**src/rtl/fetch_prefetch_queue_pkg.sv**
```systemverilog
// Shared fetch types: FSM states, instruction width, reset PC.
// Imported by the fetch queue, decoder and datapath.
package fetch_prefetch_queue_pkg;

  localparam int ILEN = 32;

  localparam logic [ILEN-1:0] PKG_RESET_PC = 32'h0;

  typedef enum logic [1:0] {
    ST_IDLE,
    ST_WAIT,
    ST_WAIT_DROP
  } fetch_state_e;

  typedef struct packed {
    logic [ILEN-1:0] pc;
    logic [ILEN-1:0] insn;
  } fq_entry_t;

  localparam int ENTRY_W = $bits(fq_entry_t);

endpackage

```
**src/rtl/fetch_prefetch_queue_sync_fifo.sv**
```systemverilog
// Synchronous FIFO with registered head, flush and count.
// Ports: push/din, pop, flush, dout/valid head, count occupancy.
module sync_fifo #(
  parameter int WIDTH = 64,
  parameter int DEPTH = 4,
  parameter int CW    = $clog2(DEPTH) + 1
) (
  input  logic             clk,
  input  logic             rst,
  input  logic             push,
  input  logic [WIDTH-1:0] din,
  input  logic             pop,
  input  logic             flush,
  output logic [WIDTH-1:0] dout,
  output logic             valid,
  output logic [CW-1:0]    count
);

  localparam int AW = (DEPTH > 1) ? $clog2(DEPTH) : 1;

  logic [WIDTH-1:0] mem_q [DEPTH];
  logic [AW-1:0]    wr_ptr_q, wr_ptr_d;
  logic [AW-1:0]    rd_ptr_q, rd_ptr_d;
  logic [CW-1:0]    count_q, count_d;
  logic [WIDTH-1:0] dout_q, dout_d;
  logic             push_ok, pop_ok;

  always_comb begin
    pop_ok  = pop && (count_q != '0) && !flush;
    push_ok = push && !flush &&
              ((count_q != CW'(DEPTH)) || pop_ok);
    rd_ptr_d = rd_ptr_q + AW'(pop_ok);
    wr_ptr_d = wr_ptr_q + AW'(push_ok);
    count_d  = count_q + CW'(push_ok) - CW'(pop_ok);
    dout_d   = dout_q;
    if (flush) begin
      rd_ptr_d = '0;
      wr_ptr_d = '0;
      count_d  = '0;
    end else if (count_d != '0) begin
      // queue drained by this pop: new head is the entry being pushed
      dout_d = (count_q == CW'(pop_ok)) ? din
                                         : mem_q[rd_ptr_d];
    end
  end

  always_ff @(posedge clk) begin
    if (rst) begin
      wr_ptr_q <= '0;
      rd_ptr_q <= '0;
      count_q  <= '0;
      dout_q   <= '0;
    end else begin
      wr_ptr_q <= wr_ptr_d;
      rd_ptr_q <= rd_ptr_d;
      count_q  <= count_d;
      dout_q   <= dout_d;
    end
  end

  always_ff @(posedge clk) begin
    if (push_ok) begin
      mem_q[wr_ptr_q] <= din;
    end
  end

  assign dout  = dout_q;
  assign valid = (count_q != '0);
  assign count = count_q;

endmodule

```
**src/rtl/fetch_prefetch_queue.sv**
```systemverilog
// Instruction prefetch: one outstanding fetch, queue to decoder.
// Ports: imem_* request/response, instr_* head, branch_* redirect.
module fetch_prefetch_queue
  import fetch_prefetch_queue_pkg::*;
#(
  parameter int              DEPTH    = 4,
  parameter logic [ILEN-1:0] RESET_PC = PKG_RESET_PC
) (
  input  logic            clk,
  input  logic            rst,
  output logic            imem_req,
  output logic [ILEN-1:0] imem_addr,
  input  logic            imem_rsp_valid,
  input  logic [ILEN-1:0] imem_rdata,
  output logic            instr_valid,
  output logic [ILEN-1:0] instr,
  output logic [ILEN-1:0] instr_pc,
  input  logic            instr_ready,
  input  logic            branch_en,
  input  logic [ILEN-1:0] branch_addr
);

  localparam int CW = $clog2(DEPTH) + 1;

  fetch_state_e    state_q, state_d;
  logic [ILEN-1:0] fetch_pc_q, fetch_pc_d;
  logic [CW-1:0]   count;
  logic            can_req;
  logic            push;
  fq_entry_t       push_entry;
  fq_entry_t       head;

  always_comb begin
    can_req  = (state_q == ST_IDLE) &&
               (count < CW'(DEPTH)) && !branch_en;
    imem_req = can_req && !rst;
    push     = 1'b0;
    state_d  = state_q;
    fetch_pc_d = fetch_pc_q;
    unique case (state_q)
      ST_IDLE: begin
        if (can_req) begin
          state_d    = ST_WAIT;
          fetch_pc_d = fetch_pc_q + 32'd4;
        end
      end
      ST_WAIT: begin
        if (imem_rsp_valid) begin
          state_d = ST_IDLE;
          push    = !branch_en && !rst;
        end else if (branch_en) begin
          state_d = ST_WAIT_DROP;
        end
      end
      ST_WAIT_DROP: begin
        if (imem_rsp_valid) begin
          state_d = ST_IDLE;
        end
      end
      default: state_d = ST_IDLE;
    endcase
    if (branch_en) begin
      fetch_pc_d = branch_addr & ~32'h3;
    end
    // fetch_pc is untouched while in WAIT, so the request PC is one word back
    push_entry.pc   = fetch_pc_q - 32'd4;
    push_entry.insn = imem_rdata;
  end

  always_ff @(posedge clk) begin
    if (rst) begin
      state_q    <= ST_IDLE;
      fetch_pc_q <= RESET_PC;
    end else begin
      state_q    <= state_d;
      fetch_pc_q <= fetch_pc_d;
    end
  end

  sync_fifo #(
    .WIDTH (ENTRY_W),
    .DEPTH (DEPTH),
    .CW    (CW)
  ) u_queue (
    .clk   (clk),
    .rst   (rst),
    .push  (push),
    .din   (push_entry),
    .pop   (instr_ready),
    .flush (branch_en),
    .dout  (head),
    .valid (instr_valid),
    .count (count)
  );

  assign imem_addr = fetch_pc_q;
  assign instr     = head.insn;
  assign instr_pc  = head.pc;

endmodule
```
**config.mk**
```make
export PLATFORM = sky130hd
export DESIGN_NAME = fetch_prefetch_queue
export DESIGN_NICKNAME = d
export VERILOG_FILES = /design/src/rtl/fetch_prefetch_queue_pkg.sv /design/src/rtl/fetch_prefetch_queue_sync_fifo.sv /design/src/rtl/fetch_prefetch_queue.sv
export SDC_FILE = /design/constraint.sdc
export NUM_CORES = 1
export LEC_CHECK = 0
export ABC_AREA = 1
export ABC_CLOCK_PERIOD_IN_PS = 8900
export BUFFER_PORTS_ARGS = -buffer_cell sky130_fd_sc_hd__buf_4
export CELL_PAD_IN_SITES_DETAIL_PLACEMENT = 0
export CELL_PAD_IN_SITES_GLOBAL_PLACEMENT = 2
export CORE_MARGIN = 2
export CORE_UTILIZATION = 38
export CTS_CLUSTER_DIAMETER = 60
export DETAILED_ROUTE_END_ITERATION = 6
export PLACE_DENSITY = 0.84
export SKIP_CTS_REPAIR_TIMING = 1
export SYNTH_ARGS = -nofsm -noshare
export SYNTH_HDL_FRONTEND = slang
export SYNTH_HIERARCHICAL = 1
export SYNTH_SLANG_ARGS = --single-unit
export TNS_END_PERCENT = 50
```
**constraint.sdc**
```tcl
create_clock -name clk -period 8.9 [get_ports clk]
set_clock_uncertainty 0.15 [all_clocks]
set_input_delay 0.89 -clock clk [delete_from_list [all_inputs] [get_ports clk]]
set_output_delay 0.89 -clock clk [all_outputs]
set_load 0.02 [all_outputs]
```
# Word level (Yosys, flattened, before mapping)
# Memory sizes are Yosys's and may differ from the RTL's.
# Index checks and enable logic that the tools add are counted.
# Widths: inputs -> output; s select.
dict set report op_classes {
  addsub 6
  n_lt_le_gt_ge 1
  n_eq_ne 7
  n_mux 13
  bitwise_logic 1
  reduce_logical 21
}
# cell n
set op_table {}
lappend op_table {{$mux 32} 3}
lappend op_table {{$mux 64} 1}
lappend op_table {{$add 32x3->32 const B} 1}
lappend op_table {{$sub 32x3->32 const B} 1}
lappend op_table {{$logic_and 1x1->1} 8}
lappend op_table {{$mux 2} 4}
lappend op_table {{$ne 3x3->1 const B} 2}
lappend op_table {{$pmux 2 s3} 1}
lappend op_table {{$reduce_and 2->1} 3}
lappend op_table {{$reduce_bool 3->1} 2}
lappend op_table {{$add 2x1->2} 2}
lappend op_table {{$mux 1} 4}
lappend op_table {{$ne 2x2->1 const B} 2}
lappend op_table {{$reduce_bool 2->1} 2}
lappend op_table {{$add 3x1->3} 1}
lappend op_table {{$eq 3x1->1} 1}
lappend op_table {{$lt 3x3->1 const B} 1}
lappend op_table {{$reduce_and 3->1} 1}
lappend op_table {{$sub 3x1->3} 1}
lappend op_table {{$eq 2x1->1 const B} 1}
lappend op_table {{$eq 2x2->1 const B} 1}
lappend op_table {{$logic_not 1->1} 2}
lappend op_table {{$logic_not 2->1} 1}
lappend op_table {{$reduce_or 2->1} 1}
lappend op_table {{2 further kinds} 2}
dict set report word_totals {
  register_bits 105
  ramBits 256
  input_bits 69
  out_inout_bits 98
  wordCells 57
  n_memories 1
}
# name words width rd rd_ports_with_merged_regs write_ports line_no
set memory_table {}
lappend memory_table {u_queue.mem_q 4 64 1 0 1 fetch_prefetch_queue_sync_fifo.sv:21} ;# logic [WIDTH-1:0] mem_q [DEPTH];

# Logic depth before layout (Yosys ltp)
dict set report logic_depth {
  ltp_word 10
  mapped_depth 19
  depth_no_buf 17
}

# Cells and area by module
# The synthesis kept the hierarchy.
# module instances cells_per_inst area_each_um2 seq_area_each_um2
set by_module_without_submodules {}
lappend by_module_without_submodules {sync_fifo 1 1552 13945.9 9108.7}
lappend by_module_without_submodules {fetch_prefetch_queue 1 524 2929.1 640.6}

# Worst setup path before layout
# OpenSTA, ideal clock, no wires.
dict set report synth_path {
  path_type {input to register}
  start {input port branch_en}
  end {memory u_queue.mem_q[0][0] (enable)}
  setup_ns 0.486
  t_arrival_ns 4.392
  required_ns 8.264
  path_slack_ns 3.872
  cell_stages 7
  path_buffers 0
  cell_sequence {inv_1 > nand2_1 > nor3_1 > inv_1 > nor3_1 > nand2_1 > nor2_1}
}
dict set report synth_via {
  elab_chain_cells 8
  word_cells_on_any_way 10
  classes_between {mux (4); reduce/logical (6)}
}
# element line_no
set synth_lines {}
lappend synth_lines {{start: declaration} fetch_prefetch_queue.sv:19} ;# input logic branch_en,
lappend synth_lines {{$logic_not 1->1} fetch_prefetch_queue.sv:50} ;# push = !branch_en && !rst;
lappend synth_lines {{$logic_and 1x1->1} fetch_prefetch_queue.sv:50}
lappend synth_lines {{$mux 1} fetch_prefetch_queue.sv:48} ;# if (imem_rsp_valid) begin
lappend synth_lines {{$mux 1} fetch_prefetch_queue.sv:40} ;# unique case (state_q)
lappend synth_lines {{via push} fetch_prefetch_queue.sv:29} ;# logic push;
lappend synth_lines {{$logic_and 1x1->1 (2 in a row)} fetch_prefetch_queue_sync_fifo.sv:30} ;# push_ok = push && !flush &&
lappend synth_lines {{$mux 1} fetch_prefetch_queue_sync_fifo.sv:62} ;# if (push_ok) begin
lappend synth_lines {{$mux 1 (implied by the code)} fetch_prefetch_queue_sync_fifo.sv:63} ;# mem_q[wr_ptr_q] <= din;
lappend synth_lines {{end: declaration} fetch_prefetch_queue_sync_fifo.sv:21}
# The timed path passes the listed nets, and every way through them passes these cells.

# Final worst setup path
dict set report layout_path {
  start {input port branch_en}
  end {register u_queue.dout_q[22] (netlist: u_queue/dout[22])}
}
dict set report layout_via {
  elab_chain_cells 10
  word_cells_on_any_way 17
  classes_between {add/sub (3); eq/ne (1); mux (3); bitwise (1); reduce/logical (8); memory (1)}
}
# element line_no
set layout_lines {}
lappend layout_lines {{$logic_not 1->1} {fetch_prefetch_queue_sync_fifo.sv:29, fetch_prefetch_queue_sync_fifo.sv:30, fetch_prefetch_queue.sv:50}}
lappend layout_lines {{$logic_and 1x1->1} fetch_prefetch_queue.sv:50}
lappend layout_lines {{$mux 1} fetch_prefetch_queue.sv:48}
lappend layout_lines {{$mux 1} fetch_prefetch_queue.sv:40}
lappend layout_lines {{$logic_and 1x1->1 (2 in a row)} fetch_prefetch_queue_sync_fifo.sv:30}
lappend layout_lines {{$add 3x1->3} fetch_prefetch_queue_sync_fifo.sv:34} ;# count_d = count_q + CW'(push_ok) - CW'(pop_ok);
lappend layout_lines {{$sub 3x1->3} fetch_prefetch_queue_sync_fifo.sv:34}
lappend layout_lines {{$reduce_bool 3->1} fetch_prefetch_queue_sync_fifo.sv:40} ;# end else if (count_d != '0) begin
lappend layout_lines {{$reduce_and 2->1 (no source line)} n/a}
lappend layout_lines {{end signal: assignment} fetch_prefetch_queue_sync_fifo.sv:57} ;# dout_q <= dout_d;
lappend layout_lines {{end: declaration} fetch_prefetch_queue_sync_fifo.sv:25} ;# logic [WIDTH-1:0] dout_q, dout_d;
# Several ways; a longest one is shown, not always the timed one.
# A chain may end at the register's enable or synchronous reset.

==> results.yml <==
status:
  status: "finished, final reports clean"
yosys:
  synth_compound_area_share_pct: 2.046
  synthXorXnorAreaFrac_pct: 1.557
  synth_warnings: 6
  synth-async-reset-ratio_pct: 0
  yosysSeqAreaShare_pct: 57.77
  synth.avg_cell_area_um2: 8.129
  synth_seq_cells: 359
  synth_top_family_by_area: "simple AND/OR/NAND/NOR gates"
  yosys_most_used_dff: "edfxtp_1"
  synth-edff-count: 256
  synth_cells: 2076
  synth_area_um2: 16870
  synth.area.mux_share_pct: 0
  ys_types: 32
  synth_fa_ha_area_share_pct: 0.4894
  yosys.area_share.simple_pct: 31.44
placement:
  hpwl_um: 25930
  io_buffers: 162
  place_inst: 2754
  place_congestion: 0.7956
  placed_cell_area_um2: 18440
clock_network:
  cts_root_buf: "clkbuf_16"
  cts_buffer_depth: 3
  tritoncts: "yes"
  cts_sinks: 359
  clk_pin_slew_ns: 0.06
  clock_latency_ns: 0.56
  htree_num_levels: 2
  cts_buffers: 43
setup_path:
  critPathMaxFanout: 80
  worst_ep_arrival_time_ns: 5.02
  critPathLaunchType: "input pin"
  worstPathRequired_ns: 9.19
  crit_type: "input pin to flop"
  crit_start: "branch_en"
  critPathCaptureType: "flop"
  rr_startpoint: "u_queue/count[1]"
sta:
  finalSetupViolCount: 0
  worst_slew_pin_slew_ns: 1.177
  min_period_ns: 4.726
  hold_viol: 0
  fmax_ghz: 0.2116
  finalSetupTns_ns: 0
  period_share_pct: 53.10
  grt_setup_unrepaired: "no"
  slew_headroom_pct: 21.55
  slew_viol_final: 0
grt:
  grt-busiest-layer: "met2"
  grt_remaining_overflow: 0
  grt_use_total_pct: 19.23
  grt_util_met3_pct: 3.312
  grt_pass1_wl_um: 69910
  met2_usage_pct: 31.23
  grtUsageMet1_pct: 26.72
  grt_max_degree: 92
  grt_pass1_vias: 12561
  antenna_found_initial: 0
power_and_ir_drop:
  cellLeakagePower_uw: 0.008990
  p_per_area_nw_per_um2: 193.4
  vdd_drop_max_mv: 0.1390
  power_uw: 3835
drt:
  via_count: 13082
  dr.first_iter.drc_count: 806
  drc: 0
  firstDrtPassIters: 5
  drt-wirelength-per-cell_um: 15.64
  route.final.wire_length_um: 44280
  vias_per_cell: 4.621
  ant_nets: 0
floorplanning:
  io_pins: 167
  die_area_um2: 46110
  fp.dieW_um: 214.7
  die-height_um: 214.7
  num_rows: 77
  initial_core_util_pct: 38.33
  core_um2: 44030
layout:
  finalInstanceArea_um2: 19840
  syn2layout_area_growth_pct: 17.54
  drive_gt1_share_pct: 11.92
  fin_cells: 2831
  nets: 2282
  fill_cells: 4342
  num_antenna_cells: 0
  multi_input_area_um2: 6108
  post-route-util_pct: 45.05
  area.sequential_um2: 9749
min_path:
  hold_start: "state_q[1]"
  hp-class: "flop to flop"
flow_run:
  cap_viol_max_count: 0
per-stage QoR:
stage,hold WS [ns],worst slack [ns]
6_report,0.3444,4.174
5_1_grt,0.3278,3.792
4_1_cts,0.3164,4.113
3_5_place_dp,0.3372,3.505
3_3_place_gp,0.3274,3.544
2_1_floorplan,0.3064,3.872
final timing paths:
kind / endpoint / slack (ns) / cells after the start
setup / recovery: u_queue/dout[22] / 4.17 / 15
hold / removal: state_q[1] / 0.34 / 2
setup reg to reg: u_queue/dout[22] / 4.32 / 15
hold reg to reg: state_q[1] / 0.34 / 2
worst max-delay path, stage by stage:
cell,delay (ns)
buf_4,0.31
nor2_1,0.12
nand2_1,0.10
inv_1,0.09
ha_4,0.90
clkinv_2,1.19
buf_4,0.72
nand2_1,0.13
nand2_1,0.05
nand2_1,0.06
nand2_1,0.07
nand2_1,0.06
nand2_1,0.05
nor2_1,0.15
nor2_1,0.07
cells in the mapped netlist (7+ instances only):
cell type  instances  share of area (%)
nand4_1           14               0.52
nand3_1           34                1.0
nor2_1           215                4.8
buf_4             12               0.53
dfxtp_1          103                 12
buf_2             53                1.6
clkbuf_1          18               0.40
nor3_1             7               0.21
buf_6             13               0.87
nand2_1         1079                 24
inv_1            144                3.2
o21ai_0           49                1.5
a21oi_1           11               0.33
edfxtp_1         256                 46
xor2_1            29                1.5
metal layers:
metal / share of wire, % / up-vias / wire length [um]
met5: 0 / - / 0
met4: 2.1 / 0 / 921
met3: 4.6 / 71 / 2037
met2: 46 / 256 / 20150
met1: 48 / 6043 / 21170
li1: - / 6712 / -
final cells by class:
class	instances	area share, %
Sequential cell	359	49.15
Multi-Input combinational cell	1484	30.80
Timing Repair Buffer	172	6.510
Clock buffer	57	5.948
Tap cell	592	3.734
Inverter	147	2.794
Clock inverter	20	1.066
state kept, by name, summed over array words and instances, names as in the netlist:
name	flops
state_q	2
u_queue/wr_ptr_q	2
u_queue/count	3
imem_addr	30
u_queue/mem_q	256
u_queue/dout	64
u_queue/rd_ptr_q	2
placed cells by master, fill, tap and decap left out, types with 3 or more instances in the layout:
| cell type | netlist | routed |
|---|---|---|
| inv_1 | 144 | 142 |
| inv_6 | 0 | 5 |
| nor2_2 | 5 | 5 |
| nand2_1 | 1079 | 1075 |
| clkinv_2 | 0 | 7 |
| buf_4 | 12 | 172 |
| nand2_2 | 5 | 6 |
| nand3_1 | 34 | 34 |
| bufinv_16 | 0 | 3 |
| clkbuf_16 | 0 | 44 |
| clkbuf_8 | 0 | 3 |
| ha_1 | 5 | 4 |
| a31oi_1 | 3 | 3 |
| nor2_4 | 5 | 9 |
| nand4_1 | 14 | 14 |
| conb_1 | 1 | 12 |
| nand2_4 | 0 | 3 |
| clkbuf_1 | 18 | 10 |
| nor2_1 | 215 | 211 |
| a21oi_1 | 11 | 11 |
| inv_2 | 3 | 3 |
| clkinv_1 | 0 | 3 |
| nor3_1 | 7 | 7 |
| xor2_1 | 29 | 29 |
| o21ai_0 | 49 | 49 |
| dfxtp_1 | 103 | 103 |
| edfxtp_1 | 256 | 256 |
kinds of logic (layout without fill, tap and decap cells):
kind of cell,count (synthesis),after routing
AOI/OAI and AO/OA,67,67
other,1,12
buffers and inverters,244,396
and+or+nand+nor,1369,1369
xor gates and xnor gates,30,30
adders and majority gates,6,6
DFF,359,359
report_power, final:
part           switching, uW  internal (uW)
clock network            700           1030
logic                    172           87.1
registers               27.7           1820
total                    901           2930
Note: power is estimated with default switching activity, not from simulation.
